===== config.mk =====
export PLATFORM = sky130hd
export DESIGN_NAME = wb_axis_bridge
export DESIGN_NICKNAME = d
export VERILOG_FILES = /design/src/rtl/wb_axis_bridge.sv
export SDC_FILE = /design/constraint.sdc
export NUM_CORES = 1
export LEC_CHECK = 0
export ABC_CLOCK_PERIOD_IN_PS = 5800
export BUFFER_PORTS_ARGS = -buffer_cell sky130_fd_sc_hd__buf_2
export CAP_MARGIN = 10
export CORE_ASPECT_RATIO = 0.75
export CORE_UTILIZATION = 50
export CTS_CLUSTER_DIAMETER = 120
export DETAILED_ROUTE_END_ITERATION = 8
export GPL_TIMING_DRIVEN = 1
export PLACE_DENSITY = 0.72
export SETUP_SLACK_MARGIN = 0.3
export SLEW_MARGIN = 20
export SYNTH_ARGS = -nofsm -noshare
export SYNTH_HDL_FRONTEND = slang
export SYNTH_SLANG_ARGS = --single-unit

===== constraint.sdc =====
create_clock -name clk -period 5.8 [get_ports clk]
set_clock_uncertainty 0.05 [all_clocks]
set_input_delay 1.16 -clock clk [delete_from_list [all_inputs] [get_ports clk]]
set_output_delay 1.16 -clock clk [all_outputs]
set_load 0.01 [all_outputs]

===== src/rtl/wb_axis_bridge.sv =====
// Wishbone stream window <-> FIR AXI-Stream bridge with an input and an output FIFO.
// WB ack is registered (1 cycle min); X writes stall on full, Y reads stall on empty.

// Generic FIFO: a same-cycle pop frees a slot, so a full FIFO can still take a push.
module wb_axis_bridge_fifo #(
  parameter int W     = 32,
  parameter int DEPTH = 8,
  parameter int CNT_W = 4
) (
  input  logic             clk,
  input  logic             rst,
  input  logic             clr,
  input  logic             push_vld,
  input  logic [W-1:0]     push_dat,
  input  logic             pop_rdy,
  output logic [W-1:0]     head_dat,
  output logic             full,
  output logic             empty,
  output logic [CNT_W-1:0] count
);
  localparam int AW = $clog2(DEPTH);

  logic [W-1:0]  mem [DEPTH];
  logic [AW-1:0] wr_ptr;
  logic [AW-1:0] rd_ptr;
  logic          push_en;
  logic          pop_en;

  assign full     = (count == CNT_W'(DEPTH));
  assign empty    = (count == '0);
  assign pop_en   = pop_rdy & ~empty;
  assign push_en  = push_vld & (~full | pop_en);
  assign head_dat = mem[rd_ptr];

  always_ff @(posedge clk) begin
    if (push_en) mem[wr_ptr] <= push_dat;
  end

  always_ff @(posedge clk or posedge rst) begin
    if (rst) begin
      wr_ptr <= '0;
      rd_ptr <= '0;
      count  <= '0;
    end else if (clr) begin
      wr_ptr <= '0;
      rd_ptr <= '0;
      count  <= '0;
    end else begin
      if (push_en) wr_ptr <= wr_ptr + AW'(1);
      if (pop_en)  rd_ptr <= rd_ptr + AW'(1);
      count <= count + CNT_W'(push_en) - CNT_W'(pop_en);
    end
  end
endmodule

module wb_axis_bridge #(
  parameter int DATA_W = 32,
  parameter int DEPTH  = 8,
  parameter int CNT_W  = 4
) (
  input  logic              clk,
  input  logic              rst,
  input  logic              wbs_cyc_i,
  input  logic              wbs_stb_i,
  input  logic              wbs_we_i,
  input  logic [4:0]        wbs_adr_i,
  input  logic [DATA_W-1:0] wbs_dat_i,
  output logic              wbs_ack_o,
  output logic [DATA_W-1:0] wbs_dat_o,
  output logic              ss_tvalid,
  input  logic              ss_tready,
  output logic [DATA_W-1:0] ss_tdata,
  output logic              ss_tlast,
  input  logic              sm_tvalid,
  output logic              sm_tready,
  input  logic [DATA_W-1:0] sm_tdata,
  input  logic              sm_tlast,
  output logic              irq
);
  localparam logic [4:0] ADR_X      = 5'h00;
  localparam logic [4:0] ADR_Y      = 5'h04;
  localparam logic [4:0] ADR_STATUS = 5'h08;
  localparam logic [4:0] ADR_CTRL   = 5'h0C;
  localparam logic [4:0] ADR_LEN    = 5'h10;

  typedef struct packed {
    logic [10:0] rsv_hi;
    logic [4:0]  out_count;
    logic [2:0]  rsv_mid;
    logic [4:0]  in_count;
    logic [2:0]  rsv_lo;
    logic        last_seen;
    logic        out_empty;
    logic        out_full;
    logic        in_empty;
    logic        in_full;
  } status_t;

  logic              wb_req;
  logic              wb_ok;
  logic              wb_go;
  logic              ctrl_wr;
  logic              len_wr;
  logic              clr;
  logic              irq_en;
  logic              last_seen;
  logic [DATA_W-1:0] len;
  logic [DATA_W-1:0] last_idx;
  logic [DATA_W-1:0] frame_cnt;
  logic [DATA_W-1:0] rd_dat;
  status_t           status;

  logic              in_push_vld;
  logic              in_pop;
  logic              in_push_ok;
  logic [DATA_W-1:0] in_head_dat;
  logic              in_full;
  logic              in_empty;
  logic [CNT_W-1:0]  in_count;

  logic              out_push_vld;
  logic              out_pop_rdy;
  logic [DATA_W-1:0] out_head_dat;
  logic              out_full;
  logic              out_empty;
  logic [CNT_W-1:0]  out_count;

  // the registered ack blocks a new request in the cycle after an ack
  assign wb_req = wbs_cyc_i & wbs_stb_i & ~wbs_ack_o;

  assign in_pop     = ss_tvalid & ss_tready;
  assign in_push_ok = ~in_full | in_pop;

  always_comb begin
    wb_ok = 1'b1;
    if (wbs_we_i && wbs_adr_i == ADR_X)       wb_ok = in_push_ok;
    else if (!wbs_we_i && wbs_adr_i == ADR_Y) wb_ok = ~out_empty;
  end

  assign wb_go        = wb_req & wb_ok;
  assign in_push_vld  = wb_req & wbs_we_i & (wbs_adr_i == ADR_X);
  assign out_pop_rdy  = wb_req & ~wbs_we_i & (wbs_adr_i == ADR_Y);
  assign ctrl_wr      = wb_go & wbs_we_i & (wbs_adr_i == ADR_CTRL);
  assign len_wr       = wb_go & wbs_we_i & (wbs_adr_i == ADR_LEN);
  assign clr          = ctrl_wr & wbs_dat_i[0];

  assign sm_tready    = ~rst & ~out_full;
  assign out_push_vld = sm_tvalid & sm_tready;

  // LEN of zero behaves as a one-sample frame
  assign last_idx  = (len == '0) ? '0 : len - DATA_W'(1);
  assign ss_tvalid = ~in_empty;
  assign ss_tdata  = in_head_dat;
  assign ss_tlast  = ss_tvalid & (frame_cnt == last_idx);
  assign irq       = last_seen & irq_en;

  always_comb begin
    status           = '0;
    status.in_full   = in_full;
    status.in_empty  = in_empty;
    status.out_full  = out_full;
    status.out_empty = out_empty;
    status.last_seen = last_seen;
    status.in_count  = 5'(in_count);
    status.out_count = 5'(out_count);
  end

  always_comb begin
    rd_dat = '0;
    case (wbs_adr_i)
      ADR_Y:      rd_dat = out_head_dat;
      ADR_STATUS: rd_dat = DATA_W'(status);
      ADR_CTRL:   rd_dat[1] = irq_en;
      ADR_LEN:    rd_dat = len;
      default:    rd_dat = '0;
    endcase
  end

  always_ff @(posedge clk or posedge rst) begin
    if (rst) begin
      wbs_ack_o <= 1'b0;
      wbs_dat_o <= '0;
      irq_en    <= 1'b0;
      len       <= DATA_W'(64);
      frame_cnt <= '0;
      last_seen <= 1'b0;
    end else begin
      wbs_ack_o <= wb_go;
      wbs_dat_o <= (wb_go & ~wbs_we_i) ? rd_dat : '0;
      if (ctrl_wr) irq_en <= wbs_dat_i[1];
      if (len_wr)  len    <= wbs_dat_i;
      // >= rather than == so a LEN shrunk below the current position still wraps
      if (clr)         frame_cnt <= '0;
      else if (in_pop) frame_cnt <= (frame_cnt >= last_idx) ? '0 : frame_cnt + DATA_W'(1);
      if (clr)                          last_seen <= 1'b0;
      else if (out_push_vld & sm_tlast) last_seen <= 1'b1;
    end
  end

  wb_axis_bridge_fifo #(.W(DATA_W), .DEPTH(DEPTH), .CNT_W(CNT_W)) u_in_fifo (
    .clk      (clk),
    .rst      (rst),
    .clr      (clr),
    .push_vld (in_push_vld),
    .push_dat (wbs_dat_i),
    .pop_rdy  (ss_tready),
    .head_dat (in_head_dat),
    .full     (in_full),
    .empty    (in_empty),
    .count    (in_count)
  );

  wb_axis_bridge_fifo #(.W(DATA_W), .DEPTH(DEPTH), .CNT_W(CNT_W)) u_out_fifo (
    .clk      (clk),
    .rst      (rst),
    .clr      (clr),
    .push_vld (out_push_vld),
    .push_dat (sm_tdata),
    .pop_rdy  (out_pop_rdy),
    .head_dat (out_head_dat),
    .full     (out_full),
    .empty    (out_empty),
    .count    (out_count)
  );
endmodule


Word-level counts from Yosys, hierarchy flattened:

Memories as Yosys holds them, arrays and structs flattened.
Index checks and enable logic that the tools add are counted.

* add/subtract/negate cells: 10
* multiplexer cells: 26
* $lt $le $gt $ge: 1
* bitwise operators: 30
* equal/unequal tests: 7
* reductions and logical operators: 12

Operators with widths (number)
* 32-bit two-way mux: 5
* 30-bit one-hot mux with 3 select lines: 1
* 32-bit by 1-bit adder with 32-bit output (second input constant): 1
* 32-bit equality test: 1
* 32-bit >= comparator: 1
* 32-bit zero test: 1
* 32-bit by 1-bit subtractor with 32-bit output (second input constant): 1
* 3-bit two-way mux: 8
* 1-bit bitwise AND: 21
* 3-bit by 1-bit adder with 3-bit output (second input constant): 4
* 5-bit by 4-bit equality test with 1-bit output (second input constant): 2
* 2-bit nonzero test: 5
* 4-bit by 1-bit adder with 4-bit output: 2
* 4-bit equality test (second input constant): 2
* 4-bit zero test: 2
* 1-bit two-way mux: 8
* 4-bit two-way mux: 2
* 4-bit by 1-bit subtractor with 4-bit output: 2
* 1-bit NOT: 7
* 5-bit by 3-bit equality test with 1-bit output (second input constant): 1
* 5-bit equality test (second input constant): 1
* 5-bit zero test: 1
* 1-bit one-hot mux with 4 select lines: 1
* 1-bit one-hot mux with 3 select lines: 1
* other kinds (3): 5

* bits in writable memories: 512
* word-level logic and storage cells: 100
* memories kept: 2
* input port bits: 77
* flip-flop bits (word level): 119
* output and inout port bits: 69

Memories
* u_in_fifo.mem: words 8, bits a word 32, read ports 1, clocked after memory_dff 0, wr ports 1, line 23 `logic [W-1:0] mem [DEPTH];`
* u_out_fifo.mem: words 8, bits a word 32, read ports 1, clocked after memory_dff 0, wr ports 1, line 23

Depth between registers and ports, before layout:

Gate-level depths: netlist of the first run.

* depth after elaboration: 10
* depth in mapped cells: 18
* mapped depth without buffers: 17

Cells and area by module:

Synthesis of the first run repeated with hierarchy kept, for this count alone.

* cell total of the unflattened synthesis: 1536
* area total of the unflattened synthesis: 26802.0 µm²

Modules (own cells, without submodules)
* wb_axis_bridge_fifo at u_in_fifo: cells each 454, instances 1, area each 10383.7 µm², seq. area each 7937.6 µm²
* wb_axis_bridge_fifo at u_out_fifo: cells each 455, instances 1, area each 10378.7 µm², seq. area each 7937.6 µm²
* wb_axis_bridge: cells each 627, instances 1, area each 6039.5 µm², seq. area each 2478.6 µm²

Worst setup path before layout of the first run:

OpenSTA, ideal clock, no wires.

* kind: input port to flip-flop
* start: input port wbs_adr_i[1]
* end: memory u_in_fifo.mem[0][0], enable pin
* setup time: 461 ps
* cell stages on the path: 5
* required time: 5289 ps
* path buffers: 0
* setup slack: 984 ps
* arrival: 4304 ps
* path through: nor2_1 > nand4b_1 > nor3b_1 > nand2b_1 > nor3_1

* longest elaborated chain between the ends: 5

Ends and longest elaborated chain
* start: declaration: line 66 `input logic [4:0] wbs_adr_i,`
* 5-bit zero test: line 141 `assign in_push_vld = wb_req & wbs_we_i & (wbs_adr_i == ADR_X);`
* 1-bit bitwise AND: line 141
* 1-bit bitwise AND: line 32 `assign push_en = push_vld & (~full | pop_en);`
* 1-bit two-way mux: line 36 `if (push_en) mem[wr_ptr] <= push_dat;`
* 1-bit two-way mux (not written as such): line 36
* end: declaration: line 23

No other way between the ends.

Worst setup path in the final report of the first run:

* start: register len[1]
* end: output port ss_tlast

* longest elaborated chain between the ends: 4
* elaborated cells on any way between the ends: 5
* those cells by class: add/sub (1); eq/ne (1); mux (1); bitwise (1); reduce/logical (1)

Ends and longest elaborated chain
* start: declaration: line 107 `logic [DATA_W-1:0] len;`
* start signal: assignment: line 191 `if (len_wr) len <= wbs_dat_i;`
* 32-bit by 1-bit subtractor with 32-bit output / 32-bit zero test (equally long branches): line 151 `assign last_idx = (len == '0) ? '0 : len - DATA_W'(1);`
* 32-bit two-way mux (*): line 151
* 32-bit equality test (*): line 154 `assign ss_tlast = ss_tvalid & (frame_cnt == last_idx);`
* 1-bit bitwise AND (*): line 154
* end: declaration: line 73 `output logic ss_tlast,`

Every way passes the cells marked *; elsewhere a longest branch is shown, timed or not.

==> flow_metrics.env, run 1 <==
export IMPL_cts_root_buffer="clkbuf_16"
export IMPL_switching_share_pct=27.0
export IMPL_final_antenna_net_count=0
export IMPL_clock_latency_ns=0.62
export IMPL_ys_seq_area_share_pct=70.2
export IMPL_hold_viol=0
export IMPL_dieHeight_um=200
export IMPL_grt_pass1_vias=14400
export IMPL_use_met3_pct=4.26
export IMPL_place_ws_ns=0.335
export IMPL_instances_no_fill=2439
export IMPL_cts_made_buffers=59
export IMPL_slew_headroom_pct=33.1
export IMPL_p_seq_share_pct=46.2
export IMPL_placed_area_mm2=0.0279
export IMPL_p_int_mw=8.60
export IMPL_p_sw_mw=3.19
export IMPL_crit_path_max_fanout=6
export IMPL_r2r_end="frame_cnt[16]"
export IMPL_cts_max_path_buffers=3
export IMPL_multiInputGateArea_mm2=0.00764
export IMPL_fin_crit_ns=5.31
export IMPL_synth_top_area_cell="edfxtp_1"
export IMPL_power_leakage_nw=10.8
export IMPL_r2r_setup_slack_ns=1.35
export IMPL_grt_total_usage_pct=22.9
export IMPL_start_kind="register"
export IMPL_synth_top_cell_area_share_pct=58.8
export IMPL_worst_ep_arrival_time_ns=4.10
export IMPL_period_share_pct=91.5
export IMPL_yosysUniqueCellTypes=58
export IMPL_wl_per_cell_um=24.4
export IMPL_synth_edff_count=512
export IMPL_fmax_ghz=0.188
export IMPL_htreeDepth=2
export IMPL_required_ns=4.59
export IMPL_dr_pass1_iters=7
export IMPL_layout_nets=1815
export IMPL_hold_end="last_seen"
export IMPL_r2r_cells=16
export IMPL_n_fill_cell=3752
export IMPL_vias=14200
export IMPL_gp_congestion=0.896
export IMPL_clock_sinks=631
export IMPL_synth_warning_count=0
export IMPL_die_area_mm2=0.0532
export IMPL_wirelength_mm=59.5
export IMPL_r2r_start="len[6]"
export IMPL_final_area_mm2=0.0300
export IMPL_ir_drop_uv=263
export IMPL_antenna_found_initial=8
export IMPL_area_delta_synth_final_pct=14.9
export IMPL_ys_ff_latch=631
export IMPL_syn_area_mm2=0.0261
export IMPL_status="finished clean"
export IMPL_final_common_cell="edfxtp_1"
export IMPL_seq_area_mm2=0.0184
export IMPL_worst_pin_slew_ns=1.00
export IMPL_use_met1_pct=32.8
export IMPL_post_place_cells=2309
export IMPL_grt_pass1_wl_mm=89.3
export IMPL_comb_power_share_pct=21.0
export IMPL_finalPower_mw=11.8
export IMPL_hold_buffers=0
export IMPL_async_flop_share_pct=18.9
export IMPL_path_clk_slew_ns=0.07
export IMPL_synth_nets=1621
export IMPL_synth_cells=1491
export IMPL_tns_ns=0
export IMPL_met2_usage_pct=36.1
export IMPL_layout_setup_ws_ns=0.491
export IMPL_start_util_pct=50.6
export IMPL_setup_viol=0
export IMPL_clock_power_share_pct=32.8
export IMPL_post_dp_hpwl_mm=37.5
export IMPL_hold_start="last_seen"
export IMPL_drc=0
export IMPL_grt_most_used_layer="met2"
export IMPL_critical_path_class="register to output pin"
export IMPL_drive_above_1_share_pct=30.7
export IMPL_layout_common_cells="edfxtp_1, buf_2, mux4_2, nor2_1, dfrtp_1"
export IMPL_hold_path_class="register to register"
export IMPL_syn_avg_cell_area_um2=17.5
export IMPL_hold_path_cell_count=2
export IMPL_netlist_top_cells_area="edfxtp_1, dfrtp_1, mux4_2"
export IMPL_powerDensity_mw_per_mm2=392
export IMPL_vias_per_cell=5.80
export IMPL_cts_tree="yes"
export IMPL_die_w_um=266
export IMPL_num_rows=72
export IMPL_drt_iter0_markers=1489
export IMPL_io_buffers=145
export IMPL_gr_total_overflow=0
export IMPL_end_kind="output pin"
export IMPL_grt_max_degree=71
export IMPL_drv_cap=0
export IMPL_slew_violations=0
export IMPL_synth_flop_cell="edfxtp_1"
export IMPL_coreArea_mm2=0.0516
export IMPL_rsz0062_at_grt="no"
export IMPL_top_level_ports=146
==> logic make-up after synthesis <==
group | synth area share, %
buffers and inverters | 1.26
adders and majority gates | 2.60
xor gates and xnor gates | 2.04
DFF | 70.2
muxes | 15.3
and+or+nand+nor | 6.57
AOI/OAI and AO/OA | 2.02
==> worst max-delay path, cell delays in order (launching register included) <==
cell and delay [ns]:
dfrtp_1 0.46, inv_1 0.11, ha_1 0.20, or4b_4 0.53, nor2_4 0.15, nand3_4 0.14
nor2_4 0.18, nand2_1 0.10, xnor2_1 0.15, nand2_1 0.07, ha_1 0.30, nand4_1 0.23
nor4bb_4 0.42, nand2_2 0.15, nor2_4 0.13, buf_2 0.15
==> per-layer routing <==
| metal | up-vias | routed length [um] | share of wire (%) |
|---|---|---|---|
| li1 | 6212 | - | - |
| met1 | 7326 | 25800 | 43 |
| met2 | 506 | 28000 | 47 |
| met3 | 103 | 4210 | 7.1 |
| met4 | 10 | 1410 | 2.4 |
| met5 | - | 60 | 0.10 |
==> power groups by stage <==
stage / sequential [mW] / combinational, mW / clock [mW]
4_1_cts: 5.45 / 2.47 / 3.93
6_report: 5.44 / 2.48 / 3.86
5_1_grt: 5.49 / 2.71 / 4.10
2_1_floorplan: 5.31 / 1.85 / 0
3_5_place_dp: 5.54 / 2.40 / 0
3_3_place_gp: 5.53 / 2.35 / 0
==> registers in the layout, summed over array words and instances (netlist names) <==
register           count
u_in_fifo.mem        256
u_out_fifo.mem       256
frame_cnt             32
len                   32
wbs_dat_o             32
u_in_fifo.count        4
u_out_fifo.count       4
u_in_fifo.rd_ptr       3
u_in_fifo.wr_ptr       3
u_out_fifo.rd_ptr      3
u_out_fifo.wr_ptr      3
irq_en                 1
last_seen              1
wbs_ack_o              1
==> stage by stage <==
stage          util, %  hold WS (ns)
6_report          58.2         0.487
2_1_floorplan        -         0.426
5_1_grt           58.2         0.519
3_3_place_gp      54.0         0.468
3_5_place_dp      54.0         0.465
4_1_cts           57.9         0.481
==> Yosys cell counts (3+ instances only) <==
cell,instances
edfxtp_1,512
and2_1,8
o21ai_0,5
mux4_2,128
nor3_1,18
or4_1,3
nand3_1,27
buf_1,6
and3_1,11
nor4_1,3
mux2_2,78
nor3b_1,5
dfrtp_1,118
ha_1,51
clkbuf_1,46
nand2_1,83
xnor2_1,23
a21oi_1,45
buf_2,12
a21o_1,6
nand2b_1,10
nor2_1,131
xor2_1,38
a32oi_1,3
a222oi_1,9
nor4_4,3
and4_1,6
nor2b_1,3
inv_1,20
mux2i_1,23
nand4_1,19
nand3b_1,5
==> worst max path at each step <==
| stage | start | end | depth (start not counted) |
|---|---|---|---|
| final | len[1] | ss_tlast | 15 |
| after global routing | len[1] | ss_tlast | 15 |
| after CTS | len[12] | ss_tlast | 13 |
| after detailed placement | len[0] | ss_tlast | 15 |
| after global placement | len[0] | ss_tlast | 15 |
| after floorplan | wbs_adr_i[1] | u_in_fifo.mem[0][0] | 5 |
==> layout make-up <==
cell class,count,area share (%)
repair buffers,197,3.78
inverters,20,0.258
well taps,703,2.93
clock buffers,87,5.60
flip-flops and latches,631,61.2
clock inverters,23,0.825
multi-input cells,776,25.4
diodes,2,0.0167
==> timing repair <==
action / in CTS / in global routing
resized for setup: 15 / 5
pin swaps: 11 / 9
setup endpoints to repair: 1 / 1
setup buffers: 7 / 9
(Power assumes the default switching activity.)
==> run 2, diff against run 1 <==
--- a/config.mk
+++ b/config.mk
@@ -8,7 +8,7 @@
 export ABC_CLOCK_PERIOD_IN_PS = 5800
 export BUFFER_PORTS_ARGS = -buffer_cell sky130_fd_sc_hd__buf_2
 export CAP_MARGIN = 10
-export CORE_ASPECT_RATIO = 0.75
+export CORE_ASPECT_RATIO = 1.75
 export CORE_UTILIZATION = 50
 export CTS_CLUSTER_DIAMETER = 120
 export DETAILED_ROUTE_END_ITERATION = 8
==> run 2 against run 1 <==
  * Combinational power is 5% lower
  * Die area hardly changed
  * Clock power is 7.0% lower
  * Sequential power hardly changed
  * First-iteration DRC count is 39% lower
  * Global-route usage is 1.5 points lower
  * Largest cell class unchanged
  * Non-clock buffer count is 7 lower
  * Maximum frequency is 2.6% lower
  * Critical endpoint unchanged
  * Routed wire length is 6.4% lower
  * Count of clock-buffer cells in the layout is 14 lower
  * Power is 3.1% lower
==> flow_metrics.env, run 2 (synthesis gave the netlist of run 1 again) <==
export IMPL_path_clk_slew_ns=0.07
export IMPL_tns_ns=0
export IMPL_post_place_cells=2278
export IMPL_slowest_delay_ns=0.55
export IMPL_n_fill_cell=3831
export IMPL_grt_pass1_vias=14400
export IMPL_clock_latency_ns=0.58
export IMPL_top_level_ports=146
export IMPL_cts_tree="yes"
export IMPL_hold_viol=0
export IMPL_gp_congestion=0.895
export IMPL_htreeDepth=2
export IMPL_start_util_pct=50.8
export IMPL_slew_violations=0
export IMPL_die_w_um=175
export IMPL_worst_pin_slew_ns=1.04
export IMPL_instances_no_fill=2387
export IMPL_wirelength_mm=55.7
export IMPL_final_antenna_net_count=0
export IMPL_layout_common_cells="edfxtp_1, buf_2, mux4_2, nor2_1, dfrtp_1"
export IMPL_vias=13800
export IMPL_layout_nets=1802
export IMPL_period_share_pct=94.0
export IMPL_antenna_found_initial=6
export IMPL_slew_headroom_pct=30.4
export IMPL_drv_cap=0
export IMPL_layout_setup_ws_ns=0.347
export IMPL_num_rows=110
export IMPL_post_dp_hpwl_mm=36.8
export IMPL_vias_per_cell=5.77
export IMPL_power_leakage_nw=10.6
export IMPL_start_kind="register"
export IMPL_coreArea_mm2=0.0515
export IMPL_powerDensity_mw_per_mm2=384
export IMPL_rsz0062_at_grt="yes"
export IMPL_cts_root_buffer="clkbuf_16"
export IMPL_cts_max_path_buffers=3
export IMPL_fin_crit_ns=5.45
export IMPL_finish_utilization_pct=57.8
export IMPL_whs_ns=0.495
export IMPL_r2r_start="len[19]"
export IMPL_critical_path_class="register to output pin"
export IMPL_critPathBufInv=2
export IMPL_crit_chain="or4_4 -> nor4_4 -> buf_4 -> nand4_4 -> nor4_4 -> and2b_1 -> xor2_1 -> nand2_1 -> ha_4 -> nand4_1 -> nor4bb_4 -> nand2_1 -> nor2_2 -> buf_6"
export IMPL_final_common_cell="edfxtp_1"
export IMPL_drt_iter0_markers=905
export IMPL_setup_viol=0
export IMPL_drc=0
export IMPL_hold_start="last_seen"
export IMPL_end_kind="output pin"
export IMPL_crit_slowest_cell="or4_4"
export IMPL_dieHeight_um=304
export IMPL_cts_made_buffers=53
export IMPL_hold_path_class="register to register"
export IMPL_gr_total_overflow=0
export IMPL_final_area_mm2=0.0297
export IMPL_dr_pass1_iters=5
export IMPL_clock_sinks=631
export IMPL_biggestRegsByFlops="u_in_fifo.mem x256, u_out_fifo.mem x256"
export IMPL_crit_path_max_fanout=5
export IMPL_grt_max_degree=76
export IMPL_fmax_ghz=0.183
export IMPL_placed_area_mm2=0.0278
export IMPL_io_buffers=145
export IMPL_area_delta_synth_final_pct=13.8
export IMPL_drive_above_1_share_pct=30.1
export IMPL_cpLargestDelayFamily="simple AND/OR/NAND/NOR gates"
export IMPL_place_ws_ns=0.605
export IMPL_required_ns=4.59
export IMPL_worst_ep_arrival_time_ns=4.24
export IMPL_wl_per_cell_um=23.3
export IMPL_grt_pass1_wl_mm=85.3
export IMPL_hold_buffers=0
export IMPL_status="finished clean"
export IMPL_grt_total_usage_pct=21.4
export IMPL_finalPower_mw=11.4
export IMPL_crit_path_start="len[7]"
export IMPL_ir_drop_uv=215
export IMPL_die_area_mm2=0.0532
-- run 2: timing repair --
action | in CTS | in global routing
setup buffers | 0 | 10
endpoints found under the setup margin | 1 | 1
pin swaps | 2 | 9
resized for setup | 7 | 7
-- run 2: cell type report --
class | instances | area (um2) | share of cell area [%]
clock inverter | 22 | 250 | 0.841
sequential | 631 | 18400 | 61.7
antenna | 3 | 7.51 | 0.0252
inverter | 20 | 77.6 | 0.261
clock buffer | 73 | 1490 | 5.02
multi-input combinational | 776 | 7620 | 25.6
timing repair buffer | 190 | 1090 | 3.66
tap | 672 | 841 | 2.83
-- run 2: worst reg2reg max path: stages (launching register included) --
cell and delay [ns]:
dfrtp_1 0.45, nor3_1 0.50, nand2_1 0.29, nor4_1 0.40, nand4_1 0.14, buf_4 0.27, nor3b_1 0.18, a21oi_1 0.17
ha_1 0.28, nand4_1 0.16, buf_4 0.15, nor2_1 0.05, a221o_1 0.38, nor4_4 0.56, o21ai_1 0.12, buf_4 0.25
nor2_1 0.16
-- run 2: where the power goes --
part / switching [mW] / total, mW / leakage, nW / internal [mW]
Sequential: 0.344 / 5.47 / 6.21 / 5.13
Combinational: 1.14 / 2.36 / 3.59 / 1.22
Clock: 1.57 / 3.59 / 0.844 / 2.02
-- run 2: layer usage --
metal / vias to the layer above / global-route usage, % / wire length, um
met2: 334 / 39.4 / 30300
met5: - / 0 / 30
li1: 6158 / - / -
met4: 6 / 8.27 / 1850
met1: 7166 / 25.2 / 21200
met3: 106 / 2.60 / 2290
-- run 2: worst paths after layout --
check / depth (start not counted) / slack (ns) / endpoint
max: 14 / 0.35 / ss_tlast
min: 2 / 0.50 / last_seen
max reg2reg: 16 / 1.18 / frame_cnt[29]
min reg2reg: 2 / 0.50 / last_seen
max in group asynchronous: 3 / 3.71 / len[7]
min in group asynchronous: 2 / 0.75 / wbs_dat_o[2]
==> run 3, diff against run 2 <==
--- a/config.mk
+++ b/config.mk
@@ -11,9 +11,11 @@
 export CORE_ASPECT_RATIO = 1.75
 export CORE_UTILIZATION = 50
 export CTS_CLUSTER_DIAMETER = 120
+export CTS_CLUSTER_SIZE = 10
 export DETAILED_ROUTE_END_ITERATION = 8
 export GPL_TIMING_DRIVEN = 1
 export PLACE_DENSITY = 0.72
+export RECOVER_POWER = 100
 export SETUP_SLACK_MARGIN = 0.3
 export SLEW_MARGIN = 20
 export SYNTH_ARGS = -nofsm -noshare
==> run 3 against run 2 <==
  * The run now ends with capacitance limit, slew limit left
  * Hold slack lost 0.0011 ns
  * Register-to-register slack lost 0.59 ns
  * Sequential share of layout area is essentially flat
  * Setup slack lost 0.011 ns
  * Sequential power is essentially flat
  * Core utilization is essentially flat
  * Die area is the same
  * Maximum frequency shrank 0.20%
  * Flip-flop and latch count is the same
  * Cell count grew 1.6%
==> flow_metrics.env, run 3 (synthesis gave the netlist of run 1 again) <==
export IMPL_status="complete, but fails checks"
export IMPL_violations="capacitance limit, slew limit"
export IMPL_worst_ep_arrival_time_ns=4.25
export IMPL_critical_path_class="register to output pin"
export IMPL_r2r_start="len[7]"
export IMPL_hold_buffers=0
export IMPL_area_delta_synth_final_pct=13.8
export IMPL_slew_violations=617
export IMPL_fmax_ghz=0.183
export IMPL_power_leakage_nw=10.3
export IMPL_grt_max_degree=76
export IMPL_drv_cap=19
export IMPL_drt_iter0_markers=863
export IMPL_hold_start="last_seen"
export IMPL_placed_area_mm2=0.0278
export IMPL_layout_setup_ws_ns=0.336
export IMPL_crit_path_start="len[7]"
export IMPL_crit_path_max_fanout=5
export IMPL_hold_viol=0
export IMPL_vias_per_cell=5.74
export IMPL_tns_ns=0
export IMPL_coreArea_mm2=0.0515
export IMPL_rsz0062_at_grt="yes"
export IMPL_worst_pin_slew_ns=3.39
export IMPL_clock_sinks=631
export IMPL_ir_drop_uv=200
export IMPL_gp_congestion=0.895
export IMPL_post_dp_hpwl_mm=36.8
export IMPL_cts_max_path_buffers=3
export IMPL_clock_latency_ns=0.59
export IMPL_hold_path_class="register to register"
export IMPL_final_area_mm2=0.0297
export IMPL_gr_total_overflow=0
export IMPL_htreeDepth=3
export IMPL_fin_crit_ns=5.46
export IMPL_finalPower_mw=11.9
export IMPL_start_util_pct=50.8
export IMPL_grt_pass1_vias=14800
export IMPL_finish_utilization_pct=57.8
export IMPL_cts_made_buffers=73
export IMPL_dr_pass1_iters=7
export IMPL_start_kind="register"
export IMPL_required_ns=4.59
export IMPL_antenna_found_initial=2
export IMPL_biggestRegsByFlops="u_in_fifo.mem x256, u_out_fifo.mem x256"
export IMPL_die_w_um=175
export IMPL_cts_root_buffer="clkbuf_16"
export IMPL_cts_tree="yes"
export IMPL_dieHeight_um=304
export IMPL_vias=13900
export IMPL_drc=0
export IMPL_final_common_cell="edfxtp_1"
export IMPL_top_level_ports=146
export IMPL_slew_headroom_pct=-127
export IMPL_layout_nets=1821
export IMPL_num_rows=110
export IMPL_layout_common_cells="edfxtp_1, clkbuf_1, mux4_2, nor2_1, dfrtp_1"
export IMPL_final_antenna_net_count=0
export IMPL_period_share_pct=94.2
export IMPL_wl_per_cell_um=23.4
export IMPL_wirelength_mm=56.7
export IMPL_path_clk_slew_ns=0.06
export IMPL_io_buffers=145
export IMPL_n_fill_cell=3900
export IMPL_drive_above_1_share_pct=19.6
export IMPL_grt_pass1_wl_mm=86.7
export IMPL_end_kind="output pin"
export IMPL_grt_total_usage_pct=21.9
export IMPL_setup_viol=0
export IMPL_powerDensity_mw_per_mm2=400
export IMPL_place_ws_ns=0.605
export IMPL_die_area_mm2=0.0532
run 3: what timing repair did:
action	CTS	global route
pin swaps	2	10
endpoints found under the setup margin	1	1
hold endpoints to repair	0	0
buffers inserted	2	7
resized for setup	7	8
run 3: layout make-up:
type                    count  area (um2)  share of cell area [%]
repair buffers            189         797                    2.68
clock buffers             129        2060                    6.92
multi-input cells         776        7510                    25.3
inverters                  20        76.3                   0.257
diodes                      2        5.00                  0.0168
clock inverters             7        83.8                   0.282
well taps                 672         841                    2.83
flip-flops and latches    631       18400                    61.7
run 3: where the power goes:
part	internal (mW)	switching, mW
combinational	1.16	1.13
sequential	5.14	0.344
clock	2.41	1.71
total	8.70	3.18
run 3: worst paths after layout:
| path | slack, ns | cells after the start | to |
|---|---|---|---|
| max | 0.34 | 14 | ss_tlast |
| min | 0.49 | 2 | last_seen |
| max reg2reg | 0.59 | 17 | frame_cnt[3] |
| min reg2reg | 0.49 | 2 | last_seen |
| max in group asynchronous | 1.81 | 3 | len[7] |
| min in group asynchronous | 1.54 | 2 | wbs_dat_o[3] |
run 3: stage by stage:
| stage | instances | hold slack, ns |
|---|---|---|
| 2_1_floorplan | 1491 | 0.426 |
| 3_3_place_gp | 2278 | 0.475 |
| 3_5_place_dp | 2278 | 0.480 |
| 4_1_cts | 2416 | 0.494 |
| 5_1_grt | 2426 | 0.528 |
| 6_report | 2426 | 0.494 |
run 3: worst max-delay path, stage by stage, from the launching register on:
cell      delay [ns]
dfrtp_2         0.44
or4_4           0.57
nor4_4          0.14
buf_4           0.18
nand4_4         0.11
nor4_4          0.41
and2b_1         0.18
xor2_1          0.16
nand2_1         0.11
ha_4            0.29
nand4_1         0.14
nor4bb_1        0.49
nand2_1         0.13
nor2_1          0.17
buf_6           0.14
run 3: layer usage:
layer,global-route usage (%),routed length [um]
met1,25.1,21300
met2,40.3,31000
met3,3.41,2550
met4,8.74,1860
met5,0,0
